<file path="src/rtl/dram_cache_pkg.sv">
// Shared constants, bundle types and helpers for the DRAM cache tag-check path.
// The typedefs describe the default configuration (64-bit address, 56-bit tag).
package dram_cache_pkg;

  localparam int ADDR_W   = 64;
  localparam int ID_W     = 16;
  localparam int INDEX_W  = 4;
  localparam int OFFSET_W = 4;
  localparam int TAG_W    = ADDR_W - INDEX_W - OFFSET_W;

  // One way of set metadata as delivered by the memory controller.
  typedef struct packed {
    logic             valid;
    logic             dirty;
    logic [TAG_W-1:0] tag;
  } meta_way_t;

  // One pending request held in the queue.
  typedef struct packed {
    logic [ID_W-1:0]   id;
    logic [ADDR_W-1:0] addr;
    logic              write;
  } tag_req_t;

  // One resolved hit/miss result; the way field is wide enough for 16 ways.
  typedef struct packed {
    logic [ID_W-1:0]   id;
    logic [ADDR_W-1:0] addr;
    logic              write;
    logic              hit;
    logic [3:0]        way;
    logic              victim_dirty;
    logic              multi_hit;
  } tag_res_t;

  // Width of a way index; a direct-mapped cache still gets a 1-bit field.
  function automatic int way_w(input int num_ways);
    return (num_ways <= 1) ? 1 : $clog2(num_ways);
  endfunction

  // Increment that sticks at all-ones instead of wrapping.
  function automatic logic [31:0] sat_inc(input logic [31:0] v);
    return (v == 32'hFFFF_FFFF) ? v : v + 32'd1;
  endfunction

endpackage

</file>
<file path="src/rtl/dram_cache_sync_fifo.sv">
// Synchronous FIFO with occupancy count, used as the pending-request queue.
// A push while full is refused even if a pop happens in the same cycle.
module dram_cache_sync_fifo #(
  parameter  int WIDTH = 8,
  parameter  int DEPTH = 8,
  localparam int AW    = $clog2(DEPTH),
  localparam int CW    = AW + 1
) (
  input  logic             clk,
  input  logic             rst,
  input  logic             push,
  input  logic [WIDTH-1:0] push_data,
  input  logic             pop,
  output logic [WIDTH-1:0] pop_data,
  output logic [CW-1:0]    count,
  output logic             full,
  output logic             empty
);

  logic [WIDTH-1:0] mem [DEPTH];
  logic [AW-1:0]    wr_ptr;
  logic [AW-1:0]    rd_ptr;
  logic             do_push;
  logic             do_pop;

  assign full     = (count == CW'(DEPTH));
  assign empty    = (count == '0);
  assign do_push  = push && !full;
  assign do_pop   = pop && !empty;
  assign pop_data = mem[rd_ptr];

  // Storage write; entries beyond the count are never observed.
  // NOTE: the data array has no reset -- validity is tracked by count alone.
  always_ff @(posedge clk) begin
    if (do_push) mem[wr_ptr] <= push_data;
  end

  // Pointer and occupancy bookkeeping.
  // NOTE: sequential state uses non-blocking assignments so all flops update together.
  always_ff @(posedge clk) begin
    if (rst) begin
      wr_ptr <= '0;
      rd_ptr <= '0;
      count  <= '0;
    end else begin
      if (do_push) wr_ptr <= wr_ptr + AW'(1);
      if (do_pop)  rd_ptr <= rd_ptr + AW'(1);
      case ({do_push, do_pop})
        2'b10:   count <= count + CW'(1);
        2'b01:   count <= count - CW'(1);
        default: count <= count;
      endcase
    end
  end

endmodule

</file>
<file path="src/rtl/dram_cache_tag_check.sv">
// N-way tag check: queues requests, pairs each in order with a metadata beat,
// and registers one hit/miss result per request on a valid/ready channel.
// Optional hit/miss statistics counters: define DRAM_CACHE_TAG_STATS_EN.
module dram_cache_tag_check
  import dram_cache_pkg::*;
#(
  parameter  int ADDR_WIDTH   = ADDR_W,
  parameter  int ID_WIDTH     = ID_W,
  parameter  int INDEX_WIDTH  = INDEX_W,
  parameter  int OFFSET_WIDTH = OFFSET_W,
  parameter  int NUM_WAYS     = 4,
  parameter  int QUEUE_DEPTH  = 8,
  localparam int TAG_WIDTH    = ADDR_WIDTH - INDEX_WIDTH - OFFSET_WIDTH,
  localparam int WAY_W        = way_w(NUM_WAYS),
  localparam int META_W       = TAG_WIDTH + 2,
  localparam int CNT_W        = $clog2(QUEUE_DEPTH) + 1
) (
  input  logic                       clk,
  input  logic                       rst,
  input  logic                       req_valid_i,
  output logic                       req_ready_o,
  input  logic [ID_WIDTH-1:0]        req_id_i,
  input  logic [ADDR_WIDTH-1:0]      req_addr_i,
  input  logic                       req_write_i,
  input  logic                       meta_valid_i,
  output logic                       meta_ready_o,
  input  logic [NUM_WAYS*META_W-1:0] meta_i,
  output logic                       res_valid_o,
  input  logic                       res_ready_i,
  output logic [ID_WIDTH-1:0]        res_id_o,
  output logic [ADDR_WIDTH-1:0]      res_addr_o,
  output logic                       res_write_o,
  output logic                       res_hit_o,
  output logic [WAY_W-1:0]           res_way_o,
  output logic                       res_victim_dirty_o,
  output logic                       res_multi_hit_o,
`ifdef DRAM_CACHE_TAG_STATS_EN
  input  logic                       stat_clr_i,
  output logic [31:0]                stat_rd_hit_o,
  output logic [31:0]                stat_rd_miss_o,
  output logic [31:0]                stat_wr_hit_o,
  output logic [31:0]                stat_wr_miss_o,
`endif
  output logic [CNT_W-1:0]           q_count_o
);

  localparam int REQ_W = ID_WIDTH + ADDR_WIDTH + 1;
  localparam int MC_W  = $clog2(NUM_WAYS + 1);

  logic [REQ_W-1:0]      head;
  logic                  q_full;
  logic                  q_empty;
  logic                  meta_fire;
  logic [ID_WIDTH-1:0]   head_id;
  logic [ADDR_WIDTH-1:0] head_addr;
  logic                  head_write;
  logic [TAG_WIDTH-1:0]  req_tag;

  logic [NUM_WAYS-1:0]   way_valid;
  logic [NUM_WAYS-1:0]   way_dirty;
  logic [NUM_WAYS-1:0]   match;
  logic [MC_W-1:0]       match_cnt;
  logic [WAY_W-1:0]      hit_way;
  logic [WAY_W-1:0]      inv_way;
  logic                  any_inv;
  logic                  hit;
  logic [WAY_W-1:0]      victim_way;
  logic                  victim_dirty;
  logic [WAY_W-1:0]      rr_ptr;

  dram_cache_sync_fifo #(
    .WIDTH (REQ_W),
    .DEPTH (QUEUE_DEPTH)
  ) u_pending_q (
    .clk       (clk),
    .rst       (rst),
    .push      (req_valid_i && req_ready_o),
    .push_data ({req_id_i, req_addr_i, req_write_i}),
    .pop       (meta_fire),
    .pop_data  (head),
    .count     (q_count_o),
    .full      (q_full),
    .empty     (q_empty)
  );

  assign req_ready_o  = !q_full;
  assign meta_ready_o = !q_empty && (!res_valid_o || res_ready_i);
  assign meta_fire    = meta_valid_i && meta_ready_o;

  assign head_id    = head[REQ_W-1 -: ID_WIDTH];
  assign head_addr  = head[ADDR_WIDTH:1];
  assign head_write = head[0];
  assign req_tag    = head_addr[ADDR_WIDTH-1 -: TAG_WIDTH];

  // Per-way decode, lowest-index match/invalid priority and match count.
  // NOTE: every output of this block gets a default first so no latch is inferred.
  always_comb begin
    way_valid = '0;
    way_dirty = '0;
    match     = '0;
    match_cnt = '0;
    hit_way   = '0;
    inv_way   = '0;
    any_inv   = 1'b0;
    for (int w = NUM_WAYS - 1; w >= 0; w--) begin
      way_valid[w] = meta_i[w*META_W + TAG_WIDTH + 1];
      way_dirty[w] = meta_i[w*META_W + TAG_WIDTH];
      match[w]     = way_valid[w] && (meta_i[w*META_W +: TAG_WIDTH] == req_tag);
      if (match[w]) begin
        hit_way   = WAY_W'(w);
        match_cnt = match_cnt + MC_W'(1);
      end
      if (!way_valid[w]) begin
        inv_way = WAY_W'(w);
        any_inv = 1'b1;
      end
    end
  end

  assign hit          = |match;
  assign victim_way   = any_inv ? inv_way : rr_ptr;
  assign victim_dirty = way_valid[victim_way] && way_dirty[victim_way];

  // Round-robin victim pointer: moves only on a miss into a fully valid set.
  always_ff @(posedge clk) begin
    if (rst) begin
      rr_ptr <= '0;
    end else if (meta_fire && !hit && !any_inv) begin
      rr_ptr <= (NUM_WAYS == 1) ? '0 : rr_ptr + WAY_W'(1);
    end
  end

  // Result register: load on meta handshake, hold under backpressure.
  always_ff @(posedge clk) begin
    if (rst) begin
      res_valid_o        <= 1'b0;
      res_id_o           <= '0;
      res_addr_o         <= '0;
      res_write_o        <= 1'b0;
      res_hit_o          <= 1'b0;
      res_way_o          <= '0;
      res_victim_dirty_o <= 1'b0;
      res_multi_hit_o    <= 1'b0;
    end else if (meta_fire) begin
      res_valid_o        <= 1'b1;
      res_id_o           <= head_id;
      res_addr_o         <= head_addr;
      res_write_o        <= head_write;
      res_hit_o          <= hit;
      res_way_o          <= hit ? hit_way : victim_way;
      res_victim_dirty_o <= !hit && victim_dirty;
      res_multi_hit_o    <= (match_cnt > MC_W'(1));
    end else if (res_ready_i) begin
      res_valid_o        <= 1'b0;
    end
  end

`ifdef DRAM_CACHE_TAG_STATS_EN
  // Saturating hit/miss counters by type, bumped on result acceptance.
  always_ff @(posedge clk) begin
    if (rst || stat_clr_i) begin
      stat_rd_hit_o  <= '0;
      stat_rd_miss_o <= '0;
      stat_wr_hit_o  <= '0;
      stat_wr_miss_o <= '0;
    end else if (res_valid_o && res_ready_i) begin
      case ({res_write_o, res_hit_o})
        2'b01:   stat_rd_hit_o  <= sat_inc(stat_rd_hit_o);
        2'b00:   stat_rd_miss_o <= sat_inc(stat_rd_miss_o);
        2'b11:   stat_wr_hit_o  <= sat_inc(stat_wr_hit_o);
        default: stat_wr_miss_o <= sat_inc(stat_wr_miss_o);
      endcase
    end
  end
`endif

endmodule
</file>
<file path="config.mk">
export PLATFORM = sky130hd
export DESIGN_NAME = dram_cache_tag_check
export DESIGN_NICKNAME = d
export VERILOG_FILES = /design/src/rtl/dram_cache_pkg.sv /design/src/rtl/dram_cache_sync_fifo.sv /design/src/rtl/dram_cache_tag_check.sv
export SDC_FILE = /design/constraint.sdc
export NUM_CORES = 1
export LEC_CHECK = 0
export ABC_AREA = 1
export BUFFER_PORTS_ARGS = -buffer_cell sky130_fd_sc_hd__buf_2
export CAP_MARGIN = 30
export CORE_ASPECT_RATIO = 1.4
export CORE_UTILIZATION = 54
export CTS_CLUSTER_SIZE = 25
export DETAILED_ROUTE_END_ITERATION = 8
export PLACE_DENSITY = 0.75
export SETUP_SLACK_MARGIN = 0.4
export SYNTH_ARGS = -nofsm -noshare
export SYNTH_HDL_FRONTEND = slang
export SYNTH_SLANG_ARGS = --single-unit
</file>
<file path="constraint.sdc">
create_clock -name clk -period 9.35 [get_ports clk]
set_clock_uncertainty 0.05 [all_clocks]
set_input_delay 1.4025 -clock clk [delete_from_list [all_inputs] [get_ports clk]]
set_output_delay 1.4025 -clock clk [all_outputs]
set_load 0.005 [all_outputs]
</file>
Word-level counts from Yosys, hierarchy flattened
Memories as Yosys holds them, arrays and structs flattened. A register that Yosys moved wholly into a read port is not among the register bits. Index checks and enable logic that the tools add are counted.

Register bits after elaboration: 99. Memories kept: 1. Output and inout bits: 93. RAM bits: 648. Word-level logic and storage cells: 82.

Memory list: u_pending_q.mem (depth 8, width 81, rd ports 1, clocked after memory_dff 1, wr ports 1, line dram_cache_sync_fifo.sv:20) `logic [WIDTH-1:0] mem [DEPTH];`.

$add $sub $neg: 8. Reduce and logical (&&, ||, !) cells: 23. Equality and inequality tests: 7. Order comparisons: 2. Mux-type cells: 29.

Operators by type and width (count): 56-bit equality test (4); 2-bit two-way mux (10); 3-bit by 1-bit adder with 3-bit output (second input constant) (5); 3-bit two-way mux (5); 1-bit logical AND (13); 1-bit two-way mux (11); 4-bit one-hot mux with 2 select lines (1); 1-bit zero test (5); 4-bit by 1-bit adder with 4-bit output (second input constant) (1); 1-bit binary-select mux with 2-bit select (2); 4-bit equality test (second input constant) (1); 4-bit zero test (1); 2-bit nonzero test (2); 4-bit OR reduction (1); 4-bit by 1-bit subtractor with 4-bit output (second input constant) (1); 3-bit by 1-bit > comparator with 1-bit output (second input constant) (1); 2-bit by 3-bit less-than comparator with 1-bit output (second input constant) (1); 2-bit by 1-bit adder with 2-bit output (second input constant) (1); 2-bit by 1-bit equality test with 1-bit output (second input constant) (1); 2-bit equality test (second input constant) (1); 1-bit logical OR (1).

Longest topological paths before layout
Gate-level depths: netlist (run 1).

Word-level depth: 10. Mapped depth: 27. Gate-level depth less buffers: 24.

By module
A second synthesis (run 1) with hierarchy kept.

Cell total of the unflattened synthesis: 3173. Area, all modules: 33185.6 um2.

By module, submodules not included: dram_cache_sync_fifo (times used 1, sequential area each 19718.9 um2, cells an instance 1915, area an instance 25976.2 um2); dram_cache_tag_check (times used 1, sequential area each 1781.7 um2, cells an instance 1258, area an instance 7209.4 um2).

Worst setup path before layout (run 1)
OpenSTA, ideal clock, no wires.

Path kind: input -> register. Start point: in req_valid_i. End point: mem u_pending_q.mem[0][0] (netlist bit) (enable). Library setup time: 0.521 ns. Data arrival time: 5.098 ns. Data required time: 8.779 ns. Cell stages on the path: 4. Slack: 3.681 ns. Path through: nand2_1 -> inv_1 -> nand2_1 -> nor2_1.

Cells in the longest elaborated chain, start to end: 4.

RTL lines: from (decl) (line dram_cache_tag_check.sv:20) `input logic req_valid_i,`; 1-bit logical AND (line dram_cache_tag_check.sv:77) `.push (req_valid_i && req_ready_o),`; 1-bit logical AND (line dram_cache_sync_fifo.sv:28) `assign do_push = push && !full;`; 1-bit two-way mux (line dram_cache_sync_fifo.sv:35) `if (do_push) mem[wr_ptr] <= push_data;`; 1-bit two-way mux (implied by the code) (line dram_cache_sync_fifo.sv:35); to (decl) (line dram_cache_sync_fifo.sv:20).

No other way between the ends.

==> impl_metrics.tcl, run 1 <==
set metrics [dict create \
    outcome "finished, final reports clean" \
    die_w_um 214 \
    design_area_um2 39300 \
    setup_viol 0 \
    netlist_instances 3479 \
    drv_cap 0 \
    postCtsSetupBuffers 0 \
    peakVddDrop_mv 0.216 \
    die_y_um 299 \
    synth-main-ff-cell "edfxtp_1" \
    vias_per_cell 5.77 \
    start_util_pct 54.9 \
    drt-pass1-iter-count 8 \
    clock-sinks 750 \
    holdBufCountCts 0 \
    grt_pass1_vias 25500 \
    clk_pin_slew_ps 60 \
    syn_area_um2 34100 \
    layout_common_cells "nand2_1 (934), edfxtp_1 (648), buf_2 (410)" \
    max_slew_margin_pct 31.8 \
    finalWirelength_um 115000 \
    fill_cells 5021 \
    cts_tree "done" \
    ios 411 \
    syn2layout_area_growth_pct 15.2 \
    cts_root_buffer "clkbuf_16" \
    dp_hpwl_um 79300 \
    gr-total-overflow 0 \
    path_class "register to register" \
    routabilityCongestion 1.06 \
    ys_ff_latch 750 \
    cts.repair.resized 0 \
    whs_ps 392 \
    wl_per_cell_um 24.3 \
    grt_max_degree 133 \
    h-tree-depth 3 \
    synth_edf_count 648 \
    floorplan.rows 108 \
    power_density_nw_per_um2 276 \
    endpoint_kind "register" \
    drv_slew 0 \
    gr-usage-all-layers_pct 35.4 \
    synthArstFlopShare_pct 0 \
    cts_buffers 72 \
    path_max_fanout 132 \
    core_um2 62200 \
    drc 0 \
    drtIter0Drc 3253 \
    synth_fp_nets 3808 \
    antenna_found_initial 26 \
    fin_nets 4176 \
    fmax_mhz 177 \
    fin_crit_sh_pct 60.5 \
    power.leakage_nw 16.5 \
    cp.arrival_ps 6140 \
    rsz0062_at_grt "no" \
    io_buffer_count 410 \
    drive_gt1_share_pct 16.3 \
    min_path_type "register to register" \
    clockBufferDepth 3 \
    required_ps 9840 \
    grt_pass1_wl_um 165000 \
    fp.dieArea_um2 64200 \
    routed-via-count 27400 \
    setup_tns_ps 0 \
    ant_nets 0 \
    ff_latch_area_um2 21500 \
    avgSynthCellArea_um2 9.80 \
    yosysSeqAreaShare_pct 63.0 \
    clk_latency_ps 650 \
    yosysWarnings 0 \
    fin_crit_ps 5650 \
    multi_input_comb_area_um2 10500 \
    start_kind "register" \
    place_area_um2 36800 \
    synth_cell_types 43 \
    power.total_mw 10.8 \
    timing_hold_violations_final 0 \
    final_common_cell "nand2_1" \
    worstMarginPinSlew_ps 1020 \
]
[critical path: stages, from the launching register on]
cell and delay [ps]:
dfxtp_4 570, inv_8 660, buf_4 820, nand2_1 120, nand3_1 120, nand3_1 300
nand2_2 340, nor2_1 60, a211oi_1 360, nand2_1 90, nor2_1 110, nand4_1 140
nor3_2 330, inv_1 110, ha_1 330, xor2_1 160, inv_1 60, ha_1 280
nand2_1 60, nand2_1 40, inv_1 80, nand2_1 60, nor2_1 110, nor2_1 40
[final timing paths]
check	from	end	slack [ps]	cells after the start
max	register	res_multi_hit_o	3700	23
min	u_pending_q.rd_ptr[2]	register	390	1
max reg2reg	register	res_multi_hit_o	3700	23
min reg2reg	u_pending_q.rd_ptr[2]	register	390	1
[through the flow]
stage	util [%]	cells	setup WS, ps
2_1_floorplan	-	3479	3680
3_3_place_gp	59.1	4592	3520
3_5_place_dp	59.2	4595	3460
4_1_cts	63.0	4728	3420
5_1_grt	63.2	4739	3260
6_report	63.2	4743	3700
[synthesized netlist by cell type, types with 2 or more instances]
master	n	area, µm²
a221oi_1	15	131
inv_1	356	1340
o21ai_1	10	50.1
nor3_1	2	10.0
buf_6	16	180
buf_1	13	48.8
nor2_1	291	1090
xor2_1	12	105
a211oi_1	12	90.1
nand2_2	53	332
xnor2_1	36	315
inv_2	2	7.51
edfxtp_1	648	19500
dfxtp_1	102	2040
nand3b_1	78	586
a22o_1	3	26.3
ha_1	10	125
nand2_1	934	3510
buf_2	37	185
a21oi_1	103	515
clkbuf_1	73	274
clkinv_1	2	7.51
nand4_1	15	93.8
nand3_2	14	140
buf_4	12	90.1
o22ai_1	44	275
o221ai_1	25	219
o21ai_0	238	1190
nor4_1	9	56.3
o211ai_1	2	15.0
nand3_1	300	1500
[cells by family after synthesis]
logic type / share of synthesized area, %
AOI/OAI and AO/OA: 7.44
and+or+nand+nor: 21.6
xor gates and xnor gates: 1.23
buffers and inverters: 6.26
adders and majority gates: 0.425
DFF: 63.0
[layout make-up]
cell class              count  area share (%)
clock buffers             101            5.19
well taps                 825            2.63
flip-flops and latches    750            54.7
inverters                 361            3.48
repair buffers            445            6.18
multi-input cells        2217            26.8
diodes                     12          0.0764
clock inverters            32           0.895
[routing by layer]
layer	wire [µm]	share of wire [%]	vias to the layer above	global-route usage [%]
met3	10400	9.0	380	6.83
met4	8460	7.3	26	23.7
met1	41800	36	12900	43.0
li1	-	-	12500	-
met2	54300	47	1597	57.5
met5	180	0.16	-	0
[sequential cells by signal (all words and copies together), names as in the netlist, named ones only]
signal	flops
res_victim_dirty_o	1
u_pending_q.mem	648
u_pending_q.count	4
res_valid_o	1
res_hit_o	1
res_multi_hit_o	1
u_pending_q.rd_ptr	3
res_addr_o	64
u_pending_q.wr_ptr	3
rr_ptr	2
res_write_o	1
res_way_o	2
res_id_o	16
[power by group]
| group | switching (mW) | total (mW) | leakage (nW) | internal [mW] |
|---|---|---|---|---|
| clock | 1.30 | 2.91 | 1.15 | 1.61 |
| combinational | 2.77 | 3.83 | 8.59 | 1.05 |
| sequential | 0.179 | 4.11 | 6.73 | 3.93 |
Note: power is estimated with default switching activity, not from simulation.
==> run 2, diff against run 1 <==
ABC_AREA = 0   (was 1)
clock period = 5.5 ns   (was 9.35 ns; I/O delays follow)
==> impl_metrics.tcl, run 2 <==
set metrics [dict create \
    outcome "complete, but fails checks" \
    violations "antenna rules" \
    die_y_um 287 \
    io_buffer_count 410 \
    routed-via-count 19800 \
    gr-total-overflow 0 \
    final_common_cell "edfxtp_1" \
    multi_input_comb_area_um2 9550 \
    synth_cell_types 76 \
    synth_fp_nets 2201 \
    start_kind "register" \
    drive_gt1_share_pct 34.7 \
    path_class "register to register" \
    min_path_type "register to register" \
    ff_latch_area_um2 21500 \
    power.total_mw 17.4 \
    synth.top_cell.area_share_pct 62.1 \
    syn_area_um2 31300 \
    cts_buffers 71 \
    routabilityCongestion 1.02 \
    finalWirelength_um 98200 \
    grt_use_met3_pct 7.53 \
    cp.arrival_ps 5320 \
    worstMarginPinSlew_ps 1070 \
    fill_cells 3978 \
    avgSynthCellArea_um2 16.7 \
    use_met1_pct 38.7 \
    syn2layout_area_growth_pct 20.1 \
    whs_ps 403 \
    yosys-top-cells-count "edfxtp_1 (648), nor2_1 (126), mux2i_1 (115)" \
    yosysMostFrequentCell "edfxtp_1" \
    grt_max_degree 82 \
    layout_common_cells "edfxtp_1 (648), buf_2 (409), nor2_1 (122)" \
    netlist_instances 1872 \
    synthArstFlopShare_pct 0 \
    cts_tree "done" \
    synth_top_area_cell "edfxtp_1" \
    antenna_found_initial 29 \
    ios 411 \
    drtIter0Drc 2082 \
    die_w_um 206 \
    drv_slew 0 \
    top_usage_layer "met2" \
    path_max_fanout 19 \
    synth-main-ff-cell "edfxtp_1" \
    start_util_pct 54.6 \
    grt_pass1_vias 19600 \
    vias_per_cell 6.16 \
    setup_viol 0 \
    rrSetupSlack_ps 580 \
    drc 0 \
    gr-usage-all-layers_pct 32.9 \
    yosysSeqAreaShare_pct 68.6 \
    endpoint_kind "register" \
    peakVddDrop_mv 0.350 \
    synthTopCellsByArea "edfxtp_1 (62%), mux4_2 (7.8%), dfxtp_1 (6.5%)" \
    clk_pin_slew_ps 60 \
    clock-sinks 750 \
    yosysWarnings 0 \
    floorplan.rows 104 \
    drt-pass1-iter-count 6 \
    wl_per_cell_um 30.6 \
    fin_crit_ps 4920 \
    dp_hpwl_um 67300 \
    top_regs "u_pending_q.mem x648, res_addr_o x64, res_id_o x16" \
    fin_crit_sh_pct 89.5 \
    ys_ff_latch 750 \
    largest_reg_flops 648 \
    grt_pass1_wl_um 136000 \
    max_slew_margin_pct 28.7 \
    top_register "u_pending_q.mem" \
    rsz0062_at_grt "no" \
    fp.dieArea_um2 59000 \
    cts_root_buffer "clkbuf_16" \
    place_area_um2 34800 \
    design_area_um2 37700 \
    power_density_nw_per_um2 463 \
    fmax_mhz 203 \
    synth_edf_count 648 \
    core_um2 57400 \
    timing_hold_violations_final 0 \
    clockBufferDepth 3 \
    ant_nets 1 \
    power.leakage_nw 13.2 \
    h-tree-depth 3 \
    required_ps 5900 \
    clk_latency_ps 620 \
    fin_nets 2712 \
    drv_cap 0 \
    use_met2_pct 54.2 \
]
run 2: changes by cell type in the layout (fill, tap and decap cells not counted), sizes merged, moves of 48 or more:
cell,before,now
mux4,0,108
inv,364,19
o21ai,248,13
nor2,293,126
xor2,12,109
xnor2,36,94
buf,445,523
nand3b,78,6
a21oi,103,40
mux2i,0,139
nand3,314,12
nand2,987,55
a211oi,12,60
run 2: kinds of logic (layout without fill, tap and decap cells):
family                   after synthesis  count (layout)  synth area share, %
adder cells (fa/ha/maj)               11              11                0.463
XOR/XNOR                             203             203                 5.67
other                                  0              24                    0
AO/OA/AOI/OAI                        205             205                 4.61
buffers and inverters                103             671                 1.76
flip-flops                           750             750                 68.6
multiplexers                         273             273                 13.7
AND/OR/NAND/NOR                      327             327                 5.25
run 2: final timing paths:
check / cells past startpoint / end / startpoint
worst max-delay path: 16 / res_multi_hit_o / register
worst min-delay path: 2 / res_addr_o[60] / res_addr_o[60]
worst max register to register: 16 / res_multi_hit_o / register
worst min register to register: 2 / res_addr_o[60] / res_addr_o[60]
run 2: power breakdown:
part	internal, mW	total [mW]	switching [mW]
clock network	2.84	4.99	2.15
logic	2.18	5.53	3.34
registers	6.69	6.93	0.237
run 2: routing by layer:
| metal | wire length [µm] | vias up |
|---|---|---|
| li1 | - | 8395 |
| met1 | 34500 | 9940 |
| met2 | 48500 | 1128 |
| met3 | 8650 | 277 |
| met4 | 6580 | 14 |
| met5 | 79 | - |
run 2: stage by stage:
stage	setup WS [ps]	setup TNS [ps]	util, %	std cells
6_report	578	0	65.6	3206
5_1_grt	357	0	65.6	3195
4_1_cts	406	0	64.8	3161
3_5_place_dp	127	0	60.6	3030
3_3_place_gp	231	0	60.6	3030
2_1_floorplan	-1730	-457860	-	1872
run 2: repair_timing:
item                                    in CTS  in global routing
pin swaps                                    0                  2
endpoints found under the hold margin        0                  0
resized for setup                            9                 44
hold buffers                                 0                  0
setup buffers                                1                 18
endpoints found under the setup margin       1                  1
gates cloned                                 0                  2
run 2: critical path, stage by stage, from the launching register on:
cell       delay [ps]
dfxtp_4           460
buf_4             180
clkbuf_16         240
mux4_2            580
mux2i_4           300
buf_4             330
xor2_1            180
o2111ai_1         180
nor4_2            380
buf_4             190
nand4_1           290
nor3_4            300
mux2_2            360
ha_1              190
xor2_1            160
o311ai_1          250
a21oi_1           100
run 2: layout make-up:
cell class	count	area share [%]
inverter	14	0.166
antenna	24	0.160
multi-input combinational	1019	25.4
clock buffer	90	5.10
sequential	750	57.1
tap	742	2.47
clock inverter	40	1.20
timing repair buffer	527	8.41
